==> src/rtl/alarm_clock_pkg.sv <==
// ---------------------------------------------------------------------------
// alarm_clock_pkg
// Shared definitions for the alarm clock keypad path:
//   NOKEY          - code presented on `key` when no valid digit is held
//   scan_state_t   - keypad scanner FSM states
//   keypad_decode  - (row index, col index) -> 4-bit key code, * and # -> NOKEY
//   row_low_pos    - finds the single low row in an active-low row pattern
//   col_index      - one-cold column drive -> column index
//   col_next       - next one-cold column in the scan rotation
// ---------------------------------------------------------------------------
package alarm_clock_pkg;

  localparam logic [3:0] NOKEY = 4'd10;

  typedef enum logic [1:0] {
    SCAN     = 2'd0,
    DEBOUNCE = 2'd1,
    PRESSED  = 2'd2,
    RELEASE  = 2'd3
  } scan_state_t;

  // Keypad layout: r0 = 1 2 3, r1 = 4 5 6, r2 = 7 8 9, r3 = * 0 #
  function automatic logic [3:0] keypad_decode(input logic [1:0] row_idx,
                                               input logic [1:0] col_idx);
    logic [3:0] code;
    case ({row_idx, col_idx})
      4'b00_00: code = 4'd1;
      4'b00_01: code = 4'd2;
      4'b00_10: code = 4'd3;
      4'b01_00: code = 4'd4;
      4'b01_01: code = 4'd5;
      4'b01_10: code = 4'd6;
      4'b10_00: code = 4'd7;
      4'b10_01: code = 4'd8;
      4'b10_10: code = 4'd9;
      4'b11_01: code = 4'd0;
      default:  code = NOKEY;  // *, # and the unused column index
    endcase
    return code;
  endfunction

  // Returns {valid, index}; valid only when exactly one row is low
  function automatic logic [2:0] row_low_pos(input logic [3:0] rows);
    logic [2:0] pos;
    case (rows)
      4'b1110: pos = {1'b1, 2'd0};
      4'b1101: pos = {1'b1, 2'd1};
      4'b1011: pos = {1'b1, 2'd2};
      4'b0111: pos = {1'b1, 2'd3};
      default: pos = {1'b0, 2'd0};
    endcase
    return pos;
  endfunction

  function automatic logic [1:0] col_index(input logic [2:0] col);
    logic [1:0] idx;
    case (col)
      3'b110:  idx = 2'd0;
      3'b101:  idx = 2'd1;
      3'b011:  idx = 2'd2;
      default: idx = 2'd3;  // never decodes to a digit
    endcase
    return idx;
  endfunction

  // An illegal column pattern recovers to column 0
  function automatic logic [2:0] col_next(input logic [2:0] col);
    logic [2:0] nxt;
    case (col)
      3'b110:  nxt = 3'b101;
      3'b101:  nxt = 3'b011;
      3'b011:  nxt = 3'b110;
      default: nxt = 3'b110;
    endcase
    return nxt;
  endfunction

endpackage

==> src/rtl/row_sync.sv <==
// ---------------------------------------------------------------------------
// row_sync
// Two-flop synchronizer for the asynchronous, active-low keypad rows.
// Resets to all-high (no key) so the scanner sees an idle keypad.
//   clock  in   system clock
//   reset  in   synchronous active-high reset
//   din    in   [3:0] raw keypad rows
//   dout   out  [3:0] synchronized rows (2-cycle latency)
// ---------------------------------------------------------------------------
module row_sync (
  input  logic       clock,
  input  logic       reset,
  input  logic [3:0] din,
  output logic [3:0] dout
);

  logic [3:0] meta;

  // Two-stage synchronizer chain
  always_ff @(posedge clock) begin
    if (reset) begin
      meta <= 4'hF;
      dout <= 4'hF;
    end else begin
      meta <= din;
      dout <= meta;
    end
  end

endmodule

==> src/rtl/keypad_scanner.sv <==
// ---------------------------------------------------------------------------
// keypad_scanner
// 4x3 matrix keypad front end: scans one column at a time, debounces press
// and release, and holds the decoded digit while the key is down.
//   clock        in   system clock
//   reset        in   synchronous active-high reset
//   row          in   [3:0] keypad rows, active-low, asynchronous
//   col          out  [2:0] column drive, active-low, one-cold
//   key          out  [3:0] digit 0-9 while held, NOKEY otherwise
//   key_pressed  out  one-cycle pulse when a press is accepted
// ---------------------------------------------------------------------------
module keypad_scanner
  import alarm_clock_pkg::*;
#(
  parameter int SCAN_DIV     = 16,
  parameter int DEBOUNCE_CNT = 1000
) (
  input  logic       clock,
  input  logic       reset,
  input  logic [3:0] row,
  output logic [2:0] col,
  output logic [3:0] key,
  output logic       key_pressed
);

  localparam int DW  = (SCAN_DIV > 1)     ? $clog2(SCAN_DIV)     : 1;
  localparam int DBW = (DEBOUNCE_CNT > 1) ? $clog2(DEBOUNCE_CNT) : 1;
  localparam logic [DW-1:0]  DWELL_LAST = DW'(SCAN_DIV - 1);
  localparam logic [DBW-1:0] DEB_LAST   = DBW'(DEBOUNCE_CNT - 1);

  logic [3:0]     row_s;
  scan_state_t    state;
  logic [DW-1:0]  dwell;
  logic [DBW-1:0] deb;
  logic [3:0]     cand;      // row pattern under debounce
  logic [3:0]     cand_key;  // its decoded digit, captured with it
  logic [2:0]     row_hit;
  logic [3:0]     cand_code;
  logic           scan_ok;

  row_sync u_row_sync (
    .clock (clock),
    .reset (reset),
    .din   (row),
    .dout  (row_s)
  );

  // Decode the synchronized rows against the column currently driven
  always_comb begin
    row_hit   = row_low_pos(row_s);
    cand_code = keypad_decode(row_hit[1:0], col_index(col));
    scan_ok   = row_hit[2] && (cand_code != NOKEY);
  end

  // Scanner FSM with registered column drive, key and press pulse
  always_ff @(posedge clock) begin
    if (reset) begin
      state       <= SCAN;
      col         <= 3'b110;
      dwell       <= '0;
      deb         <= '0;
      cand        <= 4'hF;
      cand_key    <= NOKEY;
      key         <= NOKEY;
      key_pressed <= 1'b0;
    end else begin
      key_pressed <= 1'b0;
      case (state)
        SCAN: begin
          // Rows are only judged at the end of the dwell, after the
          // synchronizer has caught up with the new column
          if (dwell == DWELL_LAST) begin
            dwell <= '0;
            if (scan_ok) begin
              cand     <= row_s;
              cand_key <= cand_code;
              deb      <= '0;
              state    <= DEBOUNCE;
            end else begin
              col <= col_next(col);
            end
          end else begin
            dwell <= dwell + 1'b1;
          end
        end
        DEBOUNCE: begin
          if (row_s == cand) begin
            if (deb == DEB_LAST) begin
              key         <= cand_key;
              key_pressed <= 1'b1;
              state       <= PRESSED;
            end else begin
              deb <= deb + 1'b1;
            end
          end else begin
            dwell <= '0;
            col   <= col_next(col);
            state <= SCAN;
          end
        end
        PRESSED: begin
          // Rollover (extra rows low) is ignored; only all-high counts
          if (row_s == 4'hF) begin
            deb   <= '0;
            state <= RELEASE;
          end else begin
            state <= PRESSED;
          end
        end
        RELEASE: begin
          if (row_s == 4'hF) begin
            if (deb == DEB_LAST) begin
              key   <= NOKEY;
              dwell <= '0;
              col   <= col_next(col);
              state <= SCAN;
            end else begin
              deb <= deb + 1'b1;
            end
          end else begin
            // Release glitch: back to held, key unchanged, no new pulse
            state <= PRESSED;
          end
        end
        default: begin
          state <= SCAN;
          col   <= 3'b110;
          dwell <= '0;
          key   <= NOKEY;
        end
      endcase
    end
  end

endmodule

==> config.mk <==
export PLATFORM = sky130hd
export DESIGN_NAME = keypad_scanner
export DESIGN_NICKNAME = d
export VERILOG_FILES = /design/src/rtl/alarm_clock_pkg.sv /design/src/rtl/row_sync.sv /design/src/rtl/keypad_scanner.sv
export SDC_FILE = /design/constraint.sdc
export NUM_CORES = 1
export LEC_CHECK = 0
export CORE_UTILIZATION = 57
export CTS_CLUSTER_DIAMETER = 60
export CTS_CLUSTER_SIZE = 30
export DETAILED_ROUTE_END_ITERATION = 6
export DONT_BUFFER_PORTS = 1
export PLACE_DENSITY = 0.75
export SYNTH_ARGS = -nofsm -noshare
export SYNTH_HDL_FRONTEND = slang
export SYNTH_SLANG_ARGS = --single-unit
==> constraint.sdc <==
create_clock -name clock -period 1.8 [get_ports clock]
set_input_delay 0.36 -clock clock [delete_from_list [all_inputs] [get_ports clock]]
set_output_delay 0.36 -clock clock [all_outputs]
set_load 0.01 [all_outputs]
### Word level (Yosys, flattened, before mapping)

Memory sizes are Yosys's and may differ from the RTL's.
Index checks and enable logic that the tools add are counted.

| cells by class | value |
|---|---|
| bitwise gates (word level) | 2 |
| eq/ne operators | 26 |
| muxes and demuxes | 35 |
| add/sub/neg operators | 2 |
| reductions and logical operators | 11 |

Operators with widths:

| kind | count |
|---|---|
| 10-bit 2-to-1 mux | 6 |
| 10-bit case mux with 4 select lines | 1 |
| 4-bit 2-to-1 mux | 8 |
| 4-bit equality test, second input constant | 5 |
| 2-bit inequality test, second input constant | 9 |
| 3-bit 2-to-1 mux | 5 |
| 2-bit 2-to-1 mux | 6 |
| 3-bit case mux with 4 select lines | 1 |
| 4-bit case mux with 3 select lines | 1 |
| 10-bit by 1-bit adder with 10-bit output, second input constant | 1 |
| 10-bit equality test, second input constant | 1 |
| 5-bit AND reduction | 2 |
| 3-bit case mux with 3 select lines | 1 |
| 2-bit case mux with 4 select lines | 1 |
| 4-bit case mux with 2 select lines | 1 |
| 4-bit AND reduction | 2 |
| 3-bit equality test, second input constant | 2 |
| 3-bit inequality test, second input constant | 2 |
| 2-bit case mux with 3 select lines | 1 |
| 3-bit case mux with 2 select lines | 1 |
| 6-bit AND reduction | 1 |
| 4-bit by 1-bit adder with 4-bit output, second input constant | 1 |
| 2-bit equality test, second input constant | 2 |
| 4-bit by 3-bit equality test with 1-bit output, second input constant | 1 |
| 12 further kinds | 14 |

| storage, ports and cells | value |
|---|---|
| bits in read-only memories | 64 |
| memories kept | 1 |
| register bits | 40 |
| logic and storage cells | 87 |

Memories:

| name | words | width | read ports | clocked after Yosys merged registers in | wr ports | line | RTL |
|---|---|---|---|---|---|---|---|
| (no name shown) | 16 | 4 | 1 | 0 | 0 | alarm_clock_pkg.sv:26 | `case ({row_idx, col_idx})` |

### Depth between registers and ports, before layout

Gate-level depths: netlist of the first run.
An unclocked memory read counts as a cell.

| logic depth | value |
|---|---|
| depth in word-level cells | 8 |
| depth in mapped cells | 8 |
| depth with buffers taken out | 6 |

### Cells and area by module

Synthesis of the first run repeated with hierarchy kept, for this count alone.

| second synthesis, totals | value |
|---|---|
| cell total of the unflattened synthesis | 253 |
| area total of the unflattened synthesis | 2100.8 um2 |

By module, submodules not included:

| module | cells an instance | area an instance (um2) | times used |
|---|---|---|---|
| keypad_scanner | 237 | 1890.6 | 1 |
| row_sync | 16 | 210.2 | 1 |

### Worst setup path after synthesis of the first run

No wires, ideal clock.

| timing | value |
|---|---|
| path type | reg-to-reg |
| from | register deb[0] |
| to | register dwell[1] |
| library setup time | 0.070 ns |
| setup slack | -0.142 ns |
| path buffers | 0 |
| cell stages (with the launch flop) | 7 |
| arrival time | 1.872 ns |
| clock period less this slack | 1.942 ns |
| cell sequence | dfxtp_1 ha_1 nand4b_1 or4_4 o21a_4 or3b_1 a21oi_1 |

| on the way | value |
|---|---|
| longest elaborated chain between the ends | 3 |

Ends and longest elaborated chain:

| item | line | RTL |
|---|---|---|
| start: declaration | keypad_scanner.sv:34 | `logic [DBW-1:0] deb;` |
| start signal: assignment | keypad_scanner.sv:93 | `deb <= deb + 1'b1;` |
| start signal: assignment | keypad_scanner.sv:118 | `deb <= deb + 1'b1;` |
| 10-bit equality test | keypad_scanner.sv:112 | `if (deb == DEB_LAST) begin` |
| 2-bit inequality test (no source line) | n/a |  |
| 4-bit AND reduction (no source line) | n/a |  |
| end signal: assignment | keypad_scanner.sv:83 | `dwell <= dwell + 1'b1;` |
| end: declaration | keypad_scanner.sv:33 | `logic [DW-1:0] dwell;` |

Every way passes these cells.
A chain may end at the register's enable or synchronous reset.

### Final worst setup path of the first run

| timing | value |
|---|---|
| from | register deb[0] |
| to | register deb[4] |

| on the way | value |
|---|---|
| longest elaborated chain between the ends | 4 |
| elaborated cells on any way between the ends | 6 |

Ends and longest elaborated chain:

| item | line | RTL |
|---|---|---|
| 10-bit by 1-bit adder with 10-bit output / 10-bit equality test (equally long branches) | n/a |  |
| 10-bit 2-to-1 mux * | keypad_scanner.sv:88, keypad_scanner.sv:112 |  |
| 10-bit 2-to-1 mux, on equally long branches | keypad_scanner.sv:111, keypad_scanner.sv:87 |  |
| 10-bit case mux with 4 select lines * | keypad_scanner.sv:68 | `case (state)` |

Every way passes the cells marked *; elsewhere a longest branch is shown, timed or not. The select of a mux whose other input is x is not followed.

==> results of run 1 <==
## power groups by stage
stage	Clock, µW	Combinational, µW	Sequential, µW
global route	816	200	912
finish	777	189	910
detailed placement	0	136	929
global placement	0	134	928
floorplan	0	101	927
CTS	767	152	908
## sequential cells by signal, indices dropped and copies added (netlist names)
register	flops
state	2
dwell	4
u_row_sync.meta	4
u_row_sync.dout	4
key_pressed	1
cand_key	4
key	4
cand	4
col	3
deb	10
## through the flow
stage               hold WS (ns)  util [%]  power, µW  setup slack (ns)  cell area, µm²
floorplan                  0.389         -       1030           -0.0442            2240
global placement           0.393      68.7       1060            -0.116            2530
detailed placement         0.395      68.7       1070            -0.242            2530
CTS                        0.112      76.4       1830            -0.101            2820
global route              0.0919      84.3       1930            -0.257            3110
finish                    0.0981      84.3       1880            -0.205            3110
## cell families (layout without fill, tap and decap cells)
| logic type | Yosys count | in the layout | synth area share, % |
|---|---|---|---|
| buf+inv | 23 | 82 | 7.87 |
| mux | 7 | 7 | 3.17 |
| fa+ha+maj | 2 | 2 | 1.13 |
| compound gates | 73 | 73 | 23.9 |
| simple gates | 96 | 96 | 24.6 |
| flops | 40 | 40 | 36.2 |
| xor+xnor | 7 | 7 | 3.11 |
## metal layers
layer  global-route usage, %  wire length (µm)
met4                    7.50               304
met3                    5.18               567
met5                       0                 0
met1                    39.0              2790
met2                    47.6              3360
## cell type report
cell class                 count  area share, %
tap                           48           1.93
clock buffer                   5           2.21
multi-input combinational    185           49.4
sequential                    40           26.3
inverter                       7          0.845
clock inverter                 3           1.49
timing repair buffer          67           17.8
## worst max path at each step
stage	startpoint	endpoint	slack, ns	depth (start not counted)
final	deb[0]	deb[4]	-0.20	9
after global placement	deb[1]	deb[6]	-0.12	7
after global routing	u_row_sync.dout[2]	deb[9]	-0.26	7
after detailed placement	deb[1]	deb[2]	-0.24	7
after floorplan	deb[1]	dwell[1]	-0.04	6
after CTS	deb[1]	dwell[1]	-0.10	6
## worst max-delay path: stages, from the launching register on
cell       delay (ns)
dfxtp_2          0.36
ha_4             0.14
nand4b_1         0.14
buf_4            0.18
o41ai_4          0.46
a2111oi_4        0.09
buf_4            0.16
buf_6            0.11
a21oi_4          0.16
nor3_2           0.08
## cells in the mapped netlist, types with 2 or more instances
library cell	n	area, µm²
or2_2	10	62.6
ha_1	2	25.0
or3_2	3	22.5
nand4_1	5	31.3
nand2b_1	8	50.1
o31ai_1	2	15.0
nand3b_1	4	30.0
a41oi_1	5	43.8
nor3_1	9	45.0
nor4b_1	3	26.3
nand4b_1	3	26.3
a31oi_1	2	12.5
and3_1	3	18.8
a311oi_1	6	52.6
xor2_1	2	17.5
clkbuf_1	2	7.51
clkbuf_8	6	82.6
buf_2	3	15.0
a21oi_1	19	95.1
nand3_1	8	40.0
dfxtp_1	40	801
buf_4	3	22.5
nand2_1	16	60.1
xnor2_1	4	35.0
o21ai_0	16	80.1
nor2_1	16	60.1
mux2i_1	7	70.1
a211oi_1	2	15.0
o21a_1	4	30.0
inv_1	6	22.5
## repair_timing
item / 4_1_cts / 5_1_grt
setup endpoints to repair: 21 / 31
cloned: 0 / 1
buffers inserted: 8 / 12
pin swaps: 8 / 33
resized for setup: 29 / 51
hold endpoints to repair: 0 / 0
==> flow_metrics.tcl, run 1 <==
set metrics [dict create \
    fin_cells 355 \
    start_util_pct 59.9 \
    final.setup.tns_ns -2.34 \
    hold_path.class "in2reg" \
    final_net_count 314 \
    maxCapViolCount 0 \
    worstHoldPathCells 1 \
    cts_sinks 40 \
    avgSynthCellArea_um2 8.91 \
    gr-total-overflow 0 \
    routedWlPerCell_um 19.8 \
    power.leakage_uw 0.00111 \
    clkPwrFrac_pct 41.4 \
    ys_ff_latch 40 \
    p_int_uw 1410 \
    wirelength_mm 7.02 \
    die_h_um 64.3 \
    worstSetupPathType "reg2reg" \
    crit_fanout 2 \
    drive_gt1_share_pct 49.5 \
    endpoint_kind "flop" \
    synth_warnings 0 \
    slew_viol_final 0 \
    seqPwrFrac_pct 48.5 \
    dp_cells 332 \
    vias 2389 \
    switchingPower_uw 465 \
    cts_tree "built" \
    area_growth_pct 40.7 \
    cp-start-kind "flop" \
    drtIter0Drc 320 \
    coreArea_um2 3690 \
    io_pins 14 \
    layout_commonest_cell "buf_4" \
    die_w_um 64.3 \
    antenna_found_initial 0 \
    async_reset_ff_share_pct 0 \
    synth_edf_count 0 \
    antenna_left 0 \
    numPortBuffers 0 \
    grt_max_degree 37 \
    grt_pass1_wl_mm 9.37 \
    die_area_um2 4130 \
    gp_congestion 0.870 \
    fmax_ghz 0.499 \
    required_ns 1.99 \
    synthCells 248 \
    setup_ws_ns -0.205 \
    r2r_cells 9 \
    clk_pin_slew_ns 0.09 \
    setup_viol 24 \
    power_density_nw_per_um2 604 \
    drt-pass1-iter-count 6 \
    h-tree-depth 2 \
    pwr-share-comb_pct 10.1 \
    cts_hold_buf 0 \
    grt_pass1_vias 1997 \
    netlist_area_um2 2210 \
    clk_latency_ns 0.31 \
    final_cell_mix "buf_4, dfxtp_1, nand2_1" \
    peakVddDrop_uv 577 \
    fin_skew_ns 0.00990 \
    dp_hpwl_mm 3.70 \
    reg2reg_from "deb[0]" \
    drc 0 \
    root_buffer "clkbuf_8" \
    violations "negative setup slack" \
    crit_arrival_ns 2.19 \
    grt_setup_unrepaired "yes" \
    numCtsBuffers 5 \
    fin_crit_sh_pct 111 \
    hold_viol 0 \
    status "finished with violations" \
    period_needed_ns 2.00 \
    ys.flop_type "dfxtp_1" \
    yosysUniqueCellTypes 59 \
    row_count 22 \
    seq_area_um2 818 \
    r2r_setup_slack_ns -0.20 \
    synth.net_count 256 \
    via_per_inst 6.73 \
    r2r_end "deb[4]" \
    diodes 0 \
    tightest_slew_ns 0.413 \
    p_sw_share_pct 24.8 \
    hold_end "dwell[1]" \
    slew_headroom_pct 72.4 \
    seq_area_frac_synth_pct 36.2 \
    cts.path.max_buffers 2 \
    grt_use_total_pct 29.1 \
    multiInputGateArea_um2 1540 \
    fillers 193 \
    min-delay-start "reset" \
]
(Power assumes the default switching activity.)
==> inputs of run 2 (changes only) <==
--- a/config.mk
+++ b/config.mk
@@ -5,9 +5,10 @@
 export SDC_FILE = /design/constraint.sdc
 export NUM_CORES = 1
 export LEC_CHECK = 0
+export CAP_MARGIN = 5
 export CORE_UTILIZATION = 57
 export CTS_CLUSTER_DIAMETER = 60
-export CTS_CLUSTER_SIZE = 30
+export CTS_CLUSTER_SIZE = 8
 export DETAILED_ROUTE_END_ITERATION = 6
 export DONT_BUFFER_PORTS = 1
 export PLACE_DENSITY = 0.75
==> results of run 2 <==
Same layout as run 1: the final DEF is identical, and so are final timing and power.
==> inputs of run 3 (changes only) <==
--- a/config.mk
+++ b/config.mk
@@ -6,12 +6,12 @@
 export NUM_CORES = 1
 export LEC_CHECK = 0
 export CAP_MARGIN = 5
-export CORE_UTILIZATION = 57
+export CORE_UTILIZATION = 60
 export CTS_CLUSTER_DIAMETER = 60
 export CTS_CLUSTER_SIZE = 8
 export DETAILED_ROUTE_END_ITERATION = 6
 export DONT_BUFFER_PORTS = 1
-export PLACE_DENSITY = 0.75
+export PLACE_DENSITY = 0.76
 export SYNTH_ARGS = -nofsm -noshare
 export SYNTH_HDL_FRONTEND = slang
 export SYNTH_SLANG_ARGS = --single-unit
==> constraint.sdc (replaced) <==
create_clock -name clock -period 2.1 [get_ports clock]
set_input_delay 0.42 -clock clock [delete_from_list [all_inputs] [get_ports clock]]
set_output_delay 0.42 -clock clock [all_outputs]
set_load 0.01 [all_outputs]
==> flow_metrics.tcl, run 3 (synthesis results as in run 1) <==
set metrics [dict create \
    wirelength_mm 4.59 \
    dp_hpwl_mm 3.20 \
    fin_crit_sh_pct 96.1 \
    h-tree-depth 2 \
    tightest_slew_ns 0.469 \
    setup_viol 0 \
    slew_headroom_pct 68.4 \
    numPortBuffers 0 \
    area_growth_pct 8.44 \
    grt_pass1_vias 1665 \
    drc 0 \
    dp_cells 297 \
    routedWlPerCell_um 15.0 \
    slew_viol_final 0 \
    hold_viol 0 \
    cts_tree "built" \
    peakVddDrop_uv 633 \
    power.leakage_uw 0.000810 \
    reg2reg_from "deb[1]" \
    coreArea_um2 3440 \
    largest_register_ffs 10 \
    via_per_inst 6.22 \
    final_net_count 267 \
    place_ws_ns -0.0258 \
    fmax_ghz 0.496 \
    cts.path.max_buffers 2 \
    final.setup.tns_ns 0 \
    wl_met3_um 303 \
    hold_path.class "in2reg" \
    cts_sinks 40 \
    gr-total-overflow 0 \
    grt_use_total_pct 25.2 \
    startpoint "deb[1]" \
    crit_fanout 6 \
    io_pins 14 \
    clk_latency_ns 0.30 \
    grt_max_degree 37 \
    maxCapViolCount 0 \
    slowest_delay_ns 0.52 \
    crit_arrival_ns 2.25 \
    cp_num_cells 6 \
    setup_ws_ns 0.0824 \
    cts_hold_buf 0 \
    die_area_um2 3930 \
    met2WireLength_mm 2.05 \
    diodes 0 \
    r2r_end "dwell[1]" \
    wl_met1_mm 2.18 \
    drive_gt1_share_pct 22.3 \
    gp_congestion 0.868 \
    die_h_um 62.7 \
    p_sw_share_pct 24.7 \
    power_density_nw_per_um2 580 \
    grt_pass1_wl_mm 7.80 \
    antenna_left 0 \
    start_util_pct 64.2 \
    vias 1903 \
    layout_commonest_cell "dfxtp_1" \
    drt-pass1-iter-count 4 \
    crit_buf_inv 0 \
    fillers 302 \
    r2r_cells 6 \
    fin_cells 306 \
    drtIter0Drc 175 \
    top_layer "met4" \
    whs_ns 0.173 \
    die_w_um 62.7 \
    fin_skew_ns 0.00420 \
    status "completed" \
    crit_chain "ha_1, nand4b_1, or4_4, o21a_4, or3b_1, a21oi_1" \
    cp-endpoint "dwell[1]" \
    pwr-share-comb_pct 6.6 \
    cp_top_family "simple AND/OR/NAND/NOR gates" \
    p_int_uw 1050 \
    top_register "deb" \
    endpoint_kind "flop" \
    period_needed_ns 2.02 \
    final_cell_mix "dfxtp_1, a21oi_1, buf_4" \
    root_buffer "clkbuf_8" \
    worstSetupPathType "reg2reg" \
    required_ns 2.34 \
    seqPwrFrac_pct 56.3 \
    slowest_stage "or4_4" \
    row_count 21 \
    switchingPower_uw 344 \
    numCtsBuffers 5 \
    clk_pin_slew_ns 0.08 \
    clkPwrFrac_pct 37.1 \
    r2r_setup_slack_ns 0.08 \
    cp-start-kind "flop" \
    antenna_found_initial 0 \
]
-- run 3: cell count changes in the layout (fill, tap and decap cells not counted), sizes merged --
cell and delta:
bufinv -1, buf -47, inv -1, clkinvlp +1
clkinv +1
-- run 3: per-stage QoR --
step                power, µW  area, µm²  utilization [%]
floorplan                 881       2210                -
global placement          885       2260             65.7
detailed placement        886       2260             65.7
CTS                      1400       2360             68.6
global route             1440       2400             69.6
finish                   1390       2400             69.6
-- run 3: worst min-delay path by stage --
stage	startpoint	to	slack, ns	cells past startpoint
CTS	reset	dwell[0]	0.17	1
global route	reset	dwell[0]	0.15	1
global placement	u_row_sync.meta[3]	u_row_sync.dout[3]	0.39	1
detailed placement	u_row_sync.meta[1]	u_row_sync.dout[1]	0.40	1
floorplan	u_row_sync.meta[0]	u_row_sync.dout[0]	0.39	1
finish	reset	dwell[0]	0.17	1
-- run 3: repair_timing --
action / 4_1_cts / 5_1_grt
gates resized for setup: 1 / 8
gates cloned: 0 / 0
setup buffers: 0 / 1
endpoints found under the setup margin: 1 / 12
pin swaps: 0 / 1
-- run 3: final cells by class --
class | count | area, µm² | share of cell area [%]
multi-input cells | 185 | 1260 | 52.6
flip-flops and latches | 40 | 805 | 33.6
repair buffers | 20 | 154 | 6.42
clock buffers | 5 | 68.8 | 2.87
well taps | 46 | 57.6 | 2.40
inverters | 7 | 26.3 | 1.10
clock inverters | 3 | 23.8 | 0.992
-- run 3: per-layer routing --
layer | track usage [%] | vias up
met5 | 0 | -
met4 | 10.5 | 0
met3 | 5.66 | 5
met2 | 37.1 | 67
met1 | 35.2 | 883
li1 | - | 948
-- run 3: power by group through the flow --
| stage | logic [µW] | clock network [µW] | registers (µW) |
|---|---|---|---|
| floorplan | 86.1 | 0 | 795 |
| global placement | 85.7 | 0 | 799 |
| detailed placement | 86.5 | 0 | 799 |
| CTS | 87.4 | 530 | 781 |
| global route | 101 | 557 | 785 |
| finish | 91.8 | 516 | 783 |
